`config.mk`:
```
export PLATFORM = sky130hd
export DESIGN_NAME = nibble_serial_adder
export DESIGN_NICKNAME = d
export VERILOG_FILES = /design/src/rtl/nibble_serial_adder_pkg.sv /design/src/rtl/nibble_serial_adder_cla4_slice.sv /design/src/rtl/nibble_serial_adder.sv
export SDC_FILE = /design/constraint.sdc
export NUM_CORES = 1
export LEC_CHECK = 0
export CORE_ASPECT_RATIO = 2
export CORE_MARGIN = 2
export CORE_UTILIZATION = 46
export CTS_CLUSTER_DIAMETER = 200
export DETAILED_ROUTE_END_ITERATION = 10
export MAX_ROUTING_LAYER = met4
export PLACE_DENSITY = 0.77
export SYNTH_ARGS = -nofsm -noshare
export SYNTH_HDL_FRONTEND = slang
export SYNTH_SLANG_ARGS = --single-unit
```
`constraint.sdc`:
```
create_clock -name clk -period 2.4 [get_ports clk]
set_input_delay 0.36 -clock clk [delete_from_list [all_inputs] [get_ports clk]]
set_output_delay 0.36 -clock clk [all_outputs]
set_load 0.02 [all_outputs]
```
`src/rtl/nibble_serial_adder_pkg.sv`:
```
// Shared types and constants for the nibble-serial adder.
package nibble_serial_adder_pkg;

  localparam int NIBBLE_W = 4;

  typedef enum logic [1:0] {
    IDLE = 2'd0,
    RUN  = 2'd1,
    DONE = 2'd2
  } state_t;

  // Index counter width for a WIDTH-bit operand; never narrower than 1 bit.
  function automatic int idx_w(input int width);
    int n;
    n = width / NIBBLE_W;
    return (n <= 1) ? 1 : $clog2(n);
  endfunction

endpackage

```
`src/rtl/nibble_serial_adder_cla4_slice.sv`:
```
// Combinational 4-bit carry-lookahead adder slice.
module cla4_slice (
  input  logic [3:0] a,
  input  logic [3:0] b,
  input  logic       ci,
  output logic [3:0] s,
  output logic       co
);

  logic [3:0] g, p;
  logic       c1, c2, c3;

  assign g  = a & b;
  assign p  = a ^ b;
  assign c1 = g[0] | (p[0] & ci);
  assign c2 = g[1] | (p[1] & g[0]) | (p[1] & p[0] & ci);
  assign c3 = g[2] | (p[2] & g[1]) | (p[2] & p[1] & g[0]) | (p[2] & p[1] & p[0] & ci);
  assign co = g[3] | (p[3] & g[2]) | (p[3] & p[2] & g[1]) | (p[3] & p[2] & p[1] & g[0])
            | (p[3] & p[2] & p[1] & p[0] & ci);
  assign s  = p ^ {c3, c2, c1, ci};

endmodule

```
`src/rtl/nibble_serial_adder.sv`:
```
// Wide adder that walks operands one nibble per clock through a single CLA slice.
// Optional subtract mode (adds port sub) when NIBBLE_SERIAL_ADDER_SUB_EN is defined.
module nibble_serial_adder
  import nibble_serial_adder_pkg::*;
#(
  parameter int WIDTH = 16
) (
  input  logic             clk,
  input  logic             rst_n,
  input  logic             in_valid,
  output logic             in_ready,
  input  logic [WIDTH-1:0] a,
  input  logic [WIDTH-1:0] b,
  input  logic             cin,
`ifdef NIBBLE_SERIAL_ADDER_SUB_EN
  input  logic             sub,
`endif
  output logic             out_valid,
  input  logic             out_ready,
  output logic [WIDTH-1:0] sum,
  output logic             cout
);

  localparam int NIB = WIDTH / NIBBLE_W;
  localparam int IW  = idx_w(WIDTH);
  localparam logic [IW-1:0] LAST = IW'(NIB - 1);

  generate
    if (WIDTH < NIBBLE_W || (WIDTH % NIBBLE_W) != 0) begin : g_bad_width
      $error("nibble_serial_adder: WIDTH must be a positive multiple of 4");
    end
  endgenerate

  state_t                          state;
  logic [NIB-1:0][NIBBLE_W-1:0]    a_q, b_q, sum_q;
  logic [IW-1:0]                   idx;
  logic                            carry;
  logic [NIBBLE_W-1:0]             s_nib;
  logic                            co_nib;
  logic [WIDTH-1:0]                b_in;
  logic                            c_in;

  // Subtraction is A + ~B + 1, so inversion and the forced carry happen at latch time.
`ifdef NIBBLE_SERIAL_ADDER_SUB_EN
  assign b_in = sub ? ~b : b;
  assign c_in = sub ? 1'b1 : cin;
`else
  assign b_in = b;
  assign c_in = cin;
`endif

  cla4_slice u_slice (
    .a  (a_q[idx]),
    .b  (b_q[idx]),
    .ci (carry),
    .s  (s_nib),
    .co (co_nib)
  );

  assign sum = sum_q;

  always_ff @(posedge clk or negedge rst_n) begin
    if (!rst_n) begin
      state     <= IDLE;
      in_ready  <= 1'b1;
      out_valid <= 1'b0;
      sum_q     <= '0;
      cout      <= 1'b0;
      idx       <= '0;
      carry     <= 1'b0;
      a_q       <= '0;
      b_q       <= '0;
    end else begin
      case (state)
        IDLE: begin
          if (in_valid) begin
            a_q      <= a;
            b_q      <= b_in;
            carry    <= c_in;
            idx      <= '0;
            in_ready <= 1'b0;
            state    <= RUN;
          end
        end
        RUN: begin
          sum_q[idx] <= s_nib;
          carry      <= co_nib;
          if (idx == LAST) begin
            cout      <= co_nib;
            out_valid <= 1'b1;
            state     <= DONE;
          end else begin
            idx <= idx + 1'b1;
          end
        end
        DONE: begin
          if (out_ready) begin
            out_valid <= 1'b0;
            in_ready  <= 1'b1;
            state     <= IDLE;
          end
        end
        default: begin
          state     <= IDLE;
          in_ready  <= 1'b1;
          out_valid <= 1'b0;
        end
      endcase
    end
  end

endmodule

```
==> impl_metrics.json <==
{
  "avgViaCountPerCell": 5.56,
  "preCtsSetupSlack_ns": 0.0750,
  "setup_viol": 0,
  "synth_ff_type": "dfrtp_1",
  "die_w_um": 58.5,
  "max_clock_freq_ghz": 0.438,
  "r2r-end": "sum[7]",
  "r2r_setup_slack_ns": 0.12,
  "cellPowerDensity_mw_per_mm2": 1590,
  "multi_input_area_mm2": 0.00123,
  "path_class": "reg2reg",
  "wl_per_cell_um": 15.9,
  "drv_cap": 0,
  "arrival_ns": 2.51,
  "cts_hold_buf": 0,
  "drc": 0,
  "wl_mm": 5.17,
  "start_kind": "flip-flop",
  "drtPass1Iterations": 4,
  "start_util_pct": 47.8,
  "relSlewSlack_pct": 57.8,
  "gr-total-overflow": 0,
  "ys_ff_latch": 56,
  "period_minus_slack_ns": 2.28,
  "tightest_slew_ns": 0.633,
  "ys_types": 38,
  "design_area_mm2": 0.00352,
  "placed_area_mm2": 0.00335,
  "place_congestion": 0.830,
  "dieArea_mm2": 0.00660,
  "io_pins": 56,
  "reg2reg_depth": 7,
  "clk_pin_slew_ns": 0.07,
  "clkSinkCount": 56,
  "antenna_cells": 0,
  "crit_fanout": 7,
  "die_y_um": 113,
  "whs_ns": 0.0611,
  "area_growth_pct": 29.2,
  "hpwl_mm": 4.10,
  "grt_usage_pct": 18.2,
  "drtIter0Drc": 21,
  "regArea_mm2": 0.00140,
  "cts_tree": "yes",
  "peakVddDrop_v": 0.00116,
  "postRouteAntennaNets": 0,
  "hp-class": "in2async",
  "drive_gt1_share_pct": 23.9,
  "rsz0062_at_grt": "false",
  "num_vias": 1806,
  "ys_seq_area_share_pct": 51.4,
  "synth_area_mm2": 0.00273,
  "cts_root_buf": "clkbuf_16",
  "final_cell_mix": "dfrtp_1 (55), clkdlybuf4s50_1 (54), mux2_2 (30)",
  "syn_nets": 250,
  "netlist_instances": 204,
  "htreeDepth": 2,
  "end_kind": "flip-flop",
  "clk_path_buf_depth": 2,
  "final_common_cell": "dfrtp_1",
  "skew_ns": 0.00414,
  "io_buffers": 55,
  "crit-reg2reg-launch": "idx[0]",
  "core_mm2": 0.00571,
  "fin_ws_ns": 0.118,
  "rows": 39,
  "outcome": "completed",
  "grt_pass1_wl_mm": 8.83,
  "finalNetCount": 309,
  "grt_pass1_vias": 1868,
  "crit_required_ns": 2.63,
  "ys_warn_count": 0,
  "async_flop_share_pct": 100,
  "fin_crit_sh_pct": 95.1,
  "finalHoldViolations": 0,
  "slew_viol_final": 0,
  "clock_latency_ns": 0.29,
  "grt_max_degree": 34,
  "nFillCells": 474,
  "leakage_nw": 1.51,
  "antenna_found_initial": 0,
  "syn_area_per_cell_um2": 13.4,
  "synth_edf_count": 0,
  "cts_made_buffers": 5,
  "tns_ns": 0
}
==> critical path: stages, from the launching register on <==
cell and delay (ns):
dfrtp_1 0.39, buf_12 0.13, mux4_2 0.51, ha_1 0.36, a211oi_4 0.08, buf_4 0.16, or4_1 0.50, nand3_1 0.09
==> cell families (layout without fill, tap and decap cells) <==
group / count (synthesis) / count (layout) / share of synthesized area, %
AO/OA/AOI/OAI: 33 / 33 / 8.49
flip-flops: 56 / 56 / 51.4
adder cells (fa/ha/maj): 9 / 9 / 4.40
XOR/XNOR: 1 / 1 / 0.321
AND/OR/NAND/NOR: 44 / 44 / 10.2
buffers and inverters: 16 / 76 / 3.53
multiplexers: 45 / 45 / 21.7
==> through the flow <==
| stage | utilization (%) | cells | power (mW) |
|---|---|---|---|
| after floorplan | - | 204 | 3.91 |
| after global placement | 58.8 | 316 | 4.71 |
| after detailed placement | 58.8 | 316 | 4.82 |
| after CTS | 61.5 | 324 | 5.58 |
| after global routing | 61.7 | 325 | 6.00 |
| final | 61.7 | 325 | 5.60 |
==> synth_stat cells, types with 5 or more instances <==
library cell	n	area share, %
buf_2	5	0.92
dfrtp_1	55	50
ha_1	8	3.7
inv_1	7	0.96
mux2_2	30	12
mux2i_1	5	1.8
mux4_2	8	6.6
nand2_1	17	2.3
o21ai_0	11	2.0
==> registers in the layout (all words and copies together) (netlist names) <==
signal	count
a_q	16
b_q	16
sum	16
idx	2
state	2
carry	1
cout	1
in_ready	1
out_valid	1
==> worst max-delay path by stage <==
| stage | start | to | slack (ns) | cells after the start |
|---|---|---|---|---|
| floorplan | idx[0] | sum[10] | 0.05 | 6 |
| global placement | idx[0] | sum[6] | 0.14 | 6 |
| detailed placement | idx[0] | sum[10] | 0.08 | 6 |
| CTS | idx[0] | sum[10] | 0.05 | 6 |
| global route | idx[0] | sum[10] | 0.01 | 6 |
| finish | idx[0] | sum[7] | 0.12 | 7 |
==> layout make-up <==
type | instances | area share (%)
Timing Repair Buffer | 61 | 17.8
Clock inverter | 2 | 0.533
Inverter | 7 | 0.746
Clock buffer | 6 | 3.94
Multi-Input combinational cell | 132 | 35.0
Tap cell | 61 | 2.17
Sequential cell | 56 | 39.8
==> power breakdown <==
| part | switching, mW | total (mW) | internal (mW) |
|---|---|---|---|
| Clock | 0.338 | 0.761 | 0.423 |
| Combinational | 1.53 | 3.07 | 1.53 |
| Sequential | 0.341 | 1.77 | 1.43 |
| Total | 2.21 | 5.60 | 3.38 |
==> repair_timing <==
action | CTS | global route
hold endpoints to repair | 0 | 0
setup endpoints to repair | 0 | 4
gates resized for setup | 0 | 1
buffers inserted | 0 | 1
==> per-layer routing <==
| layer | vias to the layer above | global-route usage, % | wire length (um) |
|---|---|---|---|
| met5 | - | - | 0 |
| met2 | 43 | 31.1 | 2880 |
| met1 | 880 | 20.0 | 1970 |
| met3 | 14 | 2.97 | 150 |
| met4 | 0 | 8.68 | 175 |
| li1 | 869 | - | - |
No activity file was read; power rests on OpenSTA's default activity.
